File: src/rtl/ps2_line_buffer.sv
// Line-editing buffer fed by the PS/2 keyboard decoder; streams the committed line plus 0x0D on Enter.
// Optional echo port set enabled by defining PS2_LINE_BUFFER_ECHO_EN.
module ps2_line_buffer #(
   parameter int DEPTH = 32,
   parameter int AW    = 5
) (
   input  logic          clk,
   input  logic          reset_n,
   input  logic [7:0]    ascii_in,
   input  logic          ascii_valid_in,
   output logic [7:0]    out_data,
   output logic          out_valid,
   input  logic          out_ready,
   output logic [AW:0]   line_len,
   output logic          overflow,
   output logic          dropped
`ifdef PS2_LINE_BUFFER_ECHO_EN
   ,
   output logic [7:0]    echo_data,
   output logic          echo_valid
`endif
);

   // state | meaning
   // EDIT  | keyboard events edit the line buffer
   // DRAIN | committed line streaming out, keyboard events discarded
   typedef enum logic {EDIT, DRAIN} state_t;

   localparam logic [AW:0] FULL = (AW+1)'(DEPTH);

   state_t      state_q, state_d;
   logic [2:0]  sync_q;
   logic [AW:0] len_q, len_d;
   logic [AW:0] idx_q, idx_d;
   logic        out_valid_q, out_valid_d;
   logic        ovf_q, ovf_d;
   logic        dropped_q, dropped_d;
   logic        wr_en;
   logic [7:0]  wr_data;
   logic [7:0]  mem_q [DEPTH];
   logic        evt;
   logic [7:0]  key_ch;
   logic        is_print;
`ifdef PS2_LINE_BUFFER_ECHO_EN
   logic        echo_valid_q, echo_valid_d;
   logic [7:0]  echo_data_q, echo_data_d;
`endif

   // sync_q[1:0] is the synchronizer, sync_q[2] the edge-detect history
   assign evt      = sync_q[1] & ~sync_q[2];
   assign key_ch   = (ascii_in == 8'h09) ? 8'h20 : ascii_in;
   assign is_print = (key_ch >= 8'h20) && (key_ch <= 8'h7E);

   always_comb begin
      state_d     = state_q;
      len_d       = len_q;
      idx_d       = idx_q;
      out_valid_d = out_valid_q;
      ovf_d       = ovf_q;
      dropped_d   = 1'b0;
      wr_en       = 1'b0;
      wr_data     = 8'h00;
`ifdef PS2_LINE_BUFFER_ECHO_EN
      echo_valid_d = 1'b0;
      echo_data_d  = echo_data_q;
`endif
      case (state_q)
         EDIT: begin
            if (evt) begin
               if (is_print) begin
                  if (len_q < FULL) begin
                     wr_en   = 1'b1;
                     wr_data = key_ch;
                     len_d   = len_q + 1'b1;
`ifdef PS2_LINE_BUFFER_ECHO_EN
                     echo_valid_d = 1'b1;
                     echo_data_d  = key_ch;
`endif
                  end else begin
                     ovf_d = 1'b1;
                  end
               end else if (ascii_in == 8'h08) begin
                  if (len_q != '0) begin
                     len_d = len_q - 1'b1;
`ifdef PS2_LINE_BUFFER_ECHO_EN
                     echo_valid_d = 1'b1;
                     echo_data_d  = 8'h08;
`endif
                  end
               end else if (ascii_in == 8'h0D) begin
                  state_d     = DRAIN;
                  idx_d       = '0;
                  out_valid_d = 1'b1;
`ifdef PS2_LINE_BUFFER_ECHO_EN
                  echo_valid_d = 1'b1;
                  echo_data_d  = 8'h0D;
`endif
               end
            end
         end
         DRAIN: begin
            dropped_d = evt;
            if (out_valid_q && out_ready) begin
               if (idx_q == len_q) begin
                  state_d     = EDIT;
                  out_valid_d = 1'b0;
                  len_d       = '0;
                  ovf_d       = 1'b0;
                  idx_d       = '0;
               end else begin
                  idx_d = idx_q + 1'b1;
               end
            end
         end
         default: state_d = EDIT;
      endcase
   end

   always_ff @(posedge clk or negedge reset_n) begin
      if (!reset_n) begin
         state_q     <= EDIT;
         sync_q      <= '0;
         len_q       <= '0;
         idx_q       <= '0;
         out_valid_q <= 1'b0;
         ovf_q       <= 1'b0;
         dropped_q   <= 1'b0;
      end else begin
         state_q     <= state_d;
         sync_q      <= {sync_q[1:0], ascii_valid_in};
         len_q       <= len_d;
         idx_q       <= idx_d;
         out_valid_q <= out_valid_d;
         ovf_q       <= ovf_d;
         dropped_q   <= dropped_d;
      end
   end

   // Storage needs no reset: line_len gates every read.
   always_ff @(posedge clk) begin
      if (wr_en) mem_q[len_q[AW-1:0]] <= wr_data;
   end

`ifdef PS2_LINE_BUFFER_ECHO_EN
   always_ff @(posedge clk or negedge reset_n) begin
      if (!reset_n) begin
         echo_valid_q <= 1'b0;
         echo_data_q  <= 8'h00;
      end else begin
         echo_valid_q <= echo_valid_d;
         echo_data_q  <= echo_data_d;
      end
   end
   assign echo_valid = echo_valid_q;
   assign echo_data  = echo_data_q;
`endif

   assign out_data  = !out_valid_q ? 8'h00 :
                      (idx_q < len_q) ? mem_q[idx_q[AW-1:0]] : 8'h0D;
   assign out_valid = out_valid_q;
   assign line_len  = len_q;
   assign overflow  = ovf_q;
   assign dropped   = dropped_q;

endmodule
File: config.mk
export PLATFORM = sky130hd
export DESIGN_NAME = ps2_line_buffer
export DESIGN_NICKNAME = d
export VERILOG_FILES = /design/src/rtl/ps2_line_buffer.sv
export SDC_FILE = /design/constraint.sdc
export NUM_CORES = 1
export LEC_CHECK = 0
export BUFFER_PORTS_ARGS = -buffer_cell sky130_fd_sc_hd__buf_2
export CELL_PAD_IN_SITES_DETAIL_PLACEMENT = 0
export CELL_PAD_IN_SITES_GLOBAL_PLACEMENT = 2
export CORE_MARGIN = 1.5
export CORE_UTILIZATION = 51
export CTS_BUF_LIST = sky130_fd_sc_hd__clkbuf_8
export DETAILED_ROUTE_END_ITERATION = 10
export GPL_TIMING_DRIVEN = 0
export PLACE_DENSITY_LB_ADDON = 0.1
export SLEW_MARGIN = 20
export SYNTH_ARGS = -nofsm -noshare
export SYNTH_HDL_FRONTEND = slang
export SYNTH_SLANG_ARGS = --single-unit
File: constraint.sdc
create_clock -name clk -period 3.68 [get_ports clk]
set_input_delay 0.736 -clock clk [delete_from_list [all_inputs] [get_ports clk]]
set_output_delay 0.736 -clock clk [all_outputs]
set_load 0.02 [all_outputs]
# After elaboration in Yosys (flattened, before gate mapping)

Memory sizes are Yosys's and may differ from the RTL's.
Index checks and enable logic that the tools add are counted.

Register bits after elaboration: 19
Bits in writable memories: 256
Input port bits: 12
Word-level logic and storage cells: 87
Memories: 1

Add/subtract/negate cells: 3
$lt $le $gt $ge: 4
Eq/ne operators: 15
Multiplexer cells: 47
Bitwise gates (word level): 3
Reduce and logical (&&, ||, !) cells: 7

Memory list:

| name  | depth | bits a word | read ports | clocked after memory_dff | wr ports | RTL line | text |
|---|---|---|---|---|---|---|---|
| mem_q | 32    | 8           | 1          | 0                        | 1        | 40       | `logic [7:0] mem_q [DEPTH];` |

Operators by type and width:

| cell                                                 | count |
|---|---|
| 2-to-1 mux 6 bit                                     | 13 |
| 2-to-1 mux 8 bit                                     | 7 |
| == test 8 x 4 -> 1 bit (second input constant)       | 3 |
| one-hot mux 6 bit (2 select lines)                   | 2 |
| 2-to-1 mux 1 bit                                     | 22 |
| adder 6 x 1 -> 6 bit (second input constant)         | 2 |
| != test 2 bit (second input constant)                | 6 |
| AND reduction 6 bit                                  | 2 |
| AND reduction 5 bit                                  | 2 |
| != test 3 bit (second input constant)                | 3 |
| >= comparator 8 x 6 -> 1 bit (second input constant) | 1 |
| <= comparator 8 x 7 -> 1 bit (second input constant) | 1 |
| == test 6 bit                                        | 1 |
| less-than comparator 6 bit                           | 1 |
| less-than comparator 6 bit (second input constant)   | 1 |
| one-hot mux 1 bit (2 select lines)                   | 3 |
| nonzero test 6 bit                                   | 1 |
| subtractor 6 x 1 -> 6 bit (second input constant)    | 1 |
| != test 2 x 1 -> 1 bit (second input constant)       | 2 |
| logical AND 1 bit                                    | 2 |
| inverter 1 bit                                       | 2 |
| AND 1 bit                                            | 1 |

# Logic depth before layout (Yosys ltp)

Gate-level depths: netlist of run 1.

Depth after elaboration: 9
Depth in mapped cells: 10
Depth with buffers taken out: 10

# Least setup slack after synthesis of run 1

No wires, ideal clock.

Path type: input-to-reg
Start: input port ascii_in[6]
End: memory mem_q[0][0] (data pin)
Setup time: 0.461 ns
Data arrival time: 3.585 ns
Setup slack: -0.366 ns
Stages: 5
Buffers on the path: 0
Cells stage by stage: or4_4 > nor4_2 > o31ai_2 > nor3_1 > nor3b_1

Longest elaborated chain between the ends: 7

RTL lines:

| what                                                                                | RTL line | text |
|---|---|---|
| start, declared                                                                     | 9        | `input logic [7:0] ascii_in,` |
| == test 8 x 4 -> 1 bit                                                              | 51       | `assign key_ch = (ascii_in == 8'h09) ? 8'h20 : ascii_in;` |
| 2-to-1 mux 8 bit *                                                                  | 51       |  |
| >= comparator 8 x 6 -> 1 bit / <= comparator 8 x 7 -> 1 bit (equally long branches) | 52       | `assign is_print = (key_ch >= 8'h20) && (key_ch <= 8'h7E);` |
| logical AND 1 bit                                                                   | 52       |  |
| 2-to-1 mux 8 bit *                                                                  | 70       | `if (is_print) begin` |
| 2-to-1 mux 8 bit *                                                                  | 69       | `if (evt) begin` |
| 2-to-1 mux 8 bit *                                                                  | 67       | `case (state_q)` |
| named net wr_data[0]                                                                | 39       | `logic [7:0] wr_data;` |
| end, declared                                                                       | 40       |  |

Mark *: on every way through the listed nets, which the timed path passes. The rest lies on a longest branch.

# Final worst setup path of run 1

Start: input port ascii_in[6]
End: memory mem_q[7][1] (enable)

Longest elaborated chain between the ends: 9

RTL lines:

| what                                                                                | RTL line | text |
|---|---|---|
| == test 8 x 4 -> 1 bit                                                              | 51       |  |
| 2-to-1 mux 8 bit *                                                                  | 51       |  |
| >= comparator 8 x 6 -> 1 bit / <= comparator 8 x 7 -> 1 bit (equally long branches) | 52       |  |
| logical AND 1 bit *                                                                 | 52       |  |
| 2-to-1 mux 1 bit *                                                                  | 70       |  |
| 2-to-1 mux 1 bit *                                                                  | 69       |  |
| 2-to-1 mux 1 bit *                                                                  | 67       |  |
| 2-to-1 mux 1 bit *                                                                  | 141      | `if (wr_en) mem_q[len_q[AW-1:0]] <= wr_data;` |
| 2-to-1 mux 1 bit (implied by the code) *                                            | 141      |  |

Mark *: on every way between the ends. The rest lies on a longest branch, timed or not.

==> results of run 1 <==
repair_timing:
action | 4_1_cts | 5_1_grt
hold endpoints to repair | 0 | 0
buffers inserted | 0 | 3
endpoints found under the setup margin | 8 | 214
pin swaps | 0 | 1
hold buffers | 0 | 0
resized for setup | 32 | 25
final timing paths:
path                           startpoint     endpoint  slack, ns  cells past startpoint
max in group asynchronous         reset_n  line_len[3]       3.17                      1
max                           ascii_in[6]  mem_q[7][1]       0.02                      9
min reg2reg                     sync_q[0]    sync_q[1]       0.36                      0
min in group clk           ascii_valid_in    sync_q[0]       0.29                      1
min                               reset_n    sync_q[2]       0.14                      1
max reg2reg                       state_q  mem_q[7][1]       0.89                      4
power by group through the flow:
| stage | Combinational [mW] | Sequential [mW] | Clock [mW] |
|---|---|---|---|
| 2_1_floorplan | 0.162 | 3.46 | 0 |
| 3_3_place_gp | 0.230 | 3.46 | 0 |
| 3_5_place_dp | 0.234 | 3.46 | 0 |
| 4_1_cts | 0.241 | 3.40 | 2.44 |
| 5_1_grt | 0.269 | 3.39 | 2.57 |
| 6_report | 0.244 | 3.39 | 2.39 |
layer usage:
metal | up-vias | track usage (%)
li1 | 2568 | -
met1 | 3024 | 31.22
met2 | 129 | 38.50
met3 | 51 | 3.494
met4 | 0 | 9.951
met5 | - | 0
area by class of cell:
type	instances	area [sq um]	share of cell area, %
multi-input combinational	290	3075	23.98
tap	280	350.3	2.732
timing repair buffer	33	188.9	1.473
inverter	25	93.84	0.7318
buffer	20	143.9	1.122
sequential	275	8165	63.67
clock inverter	31	158.9	1.239
clock buffer	47	646.9	5.044
synthesized netlist by cell type, drive strengths merged, types with 3 or more instances:
library cell / n
edfxtp: 256
o22ai: 5
nor3b: 3
o21ai: 9
buf: 9
o21a: 3
nor2b: 3
a21o: 5
nand3: 15
inv: 25
o31ai: 4
ha: 13
or4: 3
clkbuf: 12
mux4: 74
nand2: 16
nor3: 5
xnor2: 3
dfrtp: 19
and2: 6
a22o: 5
nand2b: 4
a22oi: 11
a21oi: 11
nor2: 39
cells by family (layout without fill, tap and decap cells):
group / count (synthesis) / in the layout
AND/OR/NAND/NOR: 101 / 101
XOR/XNOR: 3 / 3
other: 1 / 32
flip-flops: 275 / 275
buffers and inverters: 46 / 156
multiplexers: 75 / 75
adder cells (fa/ha/maj): 14 / 14
AO/OA/AOI/OAI: 65 / 65
stage by stage:
step                setup WS [ns]  util, %
floorplan                  0.3373        -
finish                    0.02213    59.13
global route              -0.2492    59.13
CTS                      0.002291    58.72
global placement          -0.7261    54.55
detailed placement        -0.5655    54.70
placed cells by master (no fill, tap or decap), types with 5 or more instances in the layout:
master	n
a22oi_1	11
dfrtp_1	17
o21ai_0	9
buf_6	6
a21o_1	5
clkinv_1	6
nor2_2	14
buf_4	8
ha_1	13
clkbuf_8	47
nand3_1	13
mux4_2	74
buf_2	28
inv_1	41
nor3_1	5
a22o_1	5
clkinv_2	6
nor2_1	24
nand2_1	16
edfxtp_1	256
conb_1	32
a21oi_1	11
flip-flops by register name, summed over array words and instances, names as in the netlist:
signal and cells:
sync_q 3, idx_q 6, dropped 1, mem_q 256, out_valid 1, line_len 6, state_q 1, overflow 1
critical path, delay by kind of cell:
kind	cells	cell delay [ns]
AO/OA/AOI/OAI	1	0.23
adder cells (fa/ha/maj)	1	0.15
buffers and inverters	2	0.30
AND/OR/NAND/NOR	5	2.37
==> flow_summary.yaml, run 1 <==
placed_design:
  hpwl_microns: 16790
  placed_cells: 921
  postPlaceCellArea_sq_um: 11860
  numPortBuffers: 28
  gp_congestion: 0.8177
detailed_routing:
  route.met3.wl_microns: 992
  wl_per_cell_microns: 25.04
  first_iter_violations: 543
  met2_length_microns: 12700
  viasPerCell: 5.766
  routed-via-count: 5772
  drc: 0
  dr.pass1.iters: 4
  finalWirelength_microns: 25060
  drtAntennaViolNets: 0
  wl_met1_microns: 10650
  top_layer: "met4"
hold_path:
  hold_class: "in -> async"
grt:
  grt_max_degree: 33
  track_usage_pct: 23.36
  antenna_found_initial: 0
  grt_pass1_wl_microns: 37070
  grt_remaining_overflow: 0
  grt_pass1_vias: 6057
floorplan:
  rows: 54
  die_y_microns: 151.3
  core_sq_um: 21690
  dieArea_sq_um: 22890
  ios: 29
  floorplan.initialDensity_pct: 51.72
  die_x_microns: 151.3
clocking:
  cts_tree: "yes"
  cts.sinks: 275
  cts_inserted_buffers: 44
  root_buffer: "clkbuf_8"
  clock_latency_ns: 0.55
  h-tree-depth: 2
  clk_pin_slew_ns: 0.07
  cts_buffer_depth: 3
power_and_ir_drop:
  pwr-share-seq_pct: 56.3
  pwr-share-comb_pct: 4.0
  swShare_pct: 21.33
  p_int_mw: 4.742
  p_sw_mw: 1.286
  clkPwrFrac_pct: 39.7
  ir_worst_vdd_v: 0.0003377
  p_leak_nw: 3.924
  power_density_nw_per_um2: 470.1
  total_power_mw: 6.028
synthesis:
  muxShareOfSynthArea_pct: 14.96
  syn_avg_cell_area_sq_um: 19.34
  synth_top_family_by_area: "multiplexers"
  synth_area_leader_cell: "edfxtp_1"
  ys_ff_latch: 275
  synthSimpleGateAreaFrac_pct: 4.417
  yosys.area.top_type_share_pct: 68.53
  synthAdderAreaFrac_pct: 1.628
  synth_top_flop_cell: "edfxtp_1"
  synth_area_sq_um: 11220
  synth_warnings: 0
  synth-compound-area-share_pct: 4.372
  seq_area_frac_synth_pct: 72.76
  synthDistinctLibCells: 48
  synthCells: 580
  async_reset_ff_share_pct: 6.909
  synth_edf_count: 256
  yosys-top-cells-area: "edfxtp_1, mux4_2, dfrtp_1"
  synth_xor_xnor_area_share_pct: 0.2342
timing:
  setup_viol: 0
  rsz0062_at_grt: "true"
  finalCritPeriodShare_pct: 99.40
  finalHoldViolCount: 0
  setup_tns_ns: 0
  skew_ns: 0.02284
  holdWs_ns: 0.1366
  relSlewSlack_pct: 40.86
  min_period_ns: 3.658
  tightest_slew_ns: 0.8838
  fmax_ghz: 0.2734
  slew_viol_final: 0
job:
  maxCapViolCount: 0
worst_setup_path:
  path_class: "in -> reg"
  worstPathMaxFanout: 8
  start_kind: "input port"
  arrival_ns: 3.82
  path_cells: "buf_2, or4_4, nor4_2, o31ai_2, inv_1, ha_1, and2_1, nand3_1, nor2_1"
  end_kind: "register"
  max_stage_delay_ns: 0.80
  cp.required_ns: 3.84
  slowest_stage: "nor2_1"
cells_and_area:
  design_area_sq_um: 12820
  syn2layout_area_growth_pct: 14.31
  nets: 715
  final_cells: 1001
  antennaDiodeCount: 0
  drive_gt1_share_pct: 29.82
  n_fill_cell: 1629
run_status:
  outcome: "finished, final reports clean"
No activity file was read; power rests on OpenSTA's default activity.
==> run 2, diff against run 1 <==
Settings changed: CELL_PAD_IN_SITES_DETAIL_PLACEMENT 0 to 1, CELL_PAD_IN_SITES_GLOBAL_PLACEMENT 2 to 1, CORE_MARGIN 1.5 to unset.
==> run 2 against run 1 <==
Effect of this change:
- critical path depth did not move
- clock-buffer cell count decreased by 3
- setup slack is essentially flat
- critical endpoint is now mem_q[1][7]
- largest cell class unchanged
==> flow_summary.yaml, run 2 (synthesis gave the netlist of run 1 again) <==
grt:
  gr-usage-met3_pct: 4.242
  grt_pass1_vias: 6427
  track_usage_pct: 25.04
  grt_max_degree: 33
  grt.busiest_layer: "met2"
  antenna_found_initial: 1
  grt_pass1_wl_microns: 39600
  grt_remaining_overflow: 0
  grt.met2_usage_pct: 42.47
  globalRouteMet1Util_pct: 32.99
timing:
  rsz0062_at_grt: "true"
  finalHoldViolCount: 0
  skew_ns: 0.01766
  min_period_ns: 3.657
  relSlewSlack_pct: 28.01
  setup_viol: 0
  finalCritPeriodShare_pct: 99.39
  holdWs_ns: 0.1401
  tightest_slew_ns: 1.080
  layout_setup_ws_ns: 0.02253
  fmax_ghz: 0.2734
  slew_viol_final: 0
placed_design:
  numPortBuffers: 28
  hpwl_microns: 17830
  gp_congestion: 0.8545
  pre_cts_ws_ns: -0.4759
  postPlaceCellArea_sq_um: 11850
detailed_routing:
  wl_per_cell_microns: 26.51
  drtAntennaViolNets: 0
  finalWirelength_microns: 26350
  drc: 0
  viasPerCell: 5.948
  routed-via-count: 5912
  dr.pass1.iters: 5
  first_iter_violations: 401
floorplan:
  ios: 29
  die_y_microns: 150.3
  core_sq_um: 21290
  floorplan.initialDensity_pct: 52.70
  rows: 53
  die_x_microns: 150.3
  dieArea_sq_um: 22590
power_and_ir_drop:
  total_power_mw: 5.970
  ir_worst_vdd_v: 0.0002855
  power_density_nw_per_um2: 467.5
  p_leak_nw: 3.896
cells_and_area:
  antennaDiodeCount: 0
  syn2layout_area_growth_pct: 13.85
  final_cell_mix: "edfxtp_1, mux4_2, clkbuf_8"
  largest_reg_flops: 256
  drive_gt1_share_pct: 28.37
  mostFrequentLayoutCell: "edfxtp_1"
  nets: 713
  design_area_sq_um: 12770
worst_setup_path:
  arrival_ns: 3.82
  worstPathMaxFanout: 8
  cp.required_ns: 3.84
  path_class: "in -> reg"
  end_kind: "register"
  start_kind: "input port"
clocking:
  cts_tree: "yes"
  cts_inserted_buffers: 43
  h-tree-depth: 2
  clock_latency_ns: 0.56
  cts_buffer_depth: 3
  cts.sinks: 275
  clk_pin_slew_ns: 0.06
  root_buffer: "clkbuf_8"
run_status:
  outcome: "finished, final reports clean"
job:
  maxCapViolCount: 0
hold_path:
  hold_class: "in -> async"
run 2: changes by cell type in the layout (fill, tap and decap cells not counted), sizes merged:
cell,before,now
clkbuf,57,54
buf,43,42
clkinvlp,1,2
inv,42,43
run 2: power breakdown:
part           switching, mW  internal [mW]  total [mW]
Combinational          0.137          0.114       0.251
Sequential            0.0145           3.38        3.40
Clock                   1.14           1.18        2.32
run 2: final timing paths:
path	start	endpoint	slack [ns]	cells after the start
worst max-delay path	ascii_in[6]	mem_q[1][7]	0.02	9
worst min-delay path	reset_n	idx_q[2]	0.14	1
worst max register to register	state_q	mem_q[31][3]	0.71	3
worst min register to register	sync_q[0]	sync_q[1]	0.36	0
max in group asynchronous	reset_n	idx_q[1]	3.18	1
min in group clk	ascii_valid_in	sync_q[0]	0.30	1
run 2: what timing repair did:
action                                  CTS  global route
hold endpoints to repair                  0             0
setup buffers                             0             3
pin swaps                                 0             1
endpoints found under the setup margin    8           170
hold buffers                              0             0
resized for setup                        36            24
run 2: through the flow:
step	utilization [%]	setup TNS [ns]	cells
after floorplan	-	0	611
after global placement	55.55	-134.90	914
after detailed placement	55.65	-130.85	915
after CTS	59.57	0	991
after global routing	60.00	-10.27	994
final	60.00	0	994
run 2: metal layers:
layer	routed length, microns	share of wire [%]	vias up
met5	0	0	-
met4	557	2.1	0
met3	1402	5.3	42
met2	13700	52	179
met1	10690	41	3129
li1	-	-	2562
run 2: worst max-delay path, cell delays in order:
cell and delay [ns]:
buf_2 0.13, or4_4 0.57, nor4_2 0.35, o31ai_2 0.22, inv_1 0.18, ha_1 0.15, and2_1 0.18, nand3_1 0.40
nor2_1 0.89
run 2: final cells by class:
type                            count  area [sq um]
Sequential cell                   275          8168
Tap cell                          275         344.1
Buffer                             20         147.6
Inverter                           25         97.59
Fill cell                        1883          8514
Clock inverter                     33         162.7
Timing Repair Buffer               32         173.9
Multi-Input combinational cell    290          3073
Clock buffer                       44         605.6
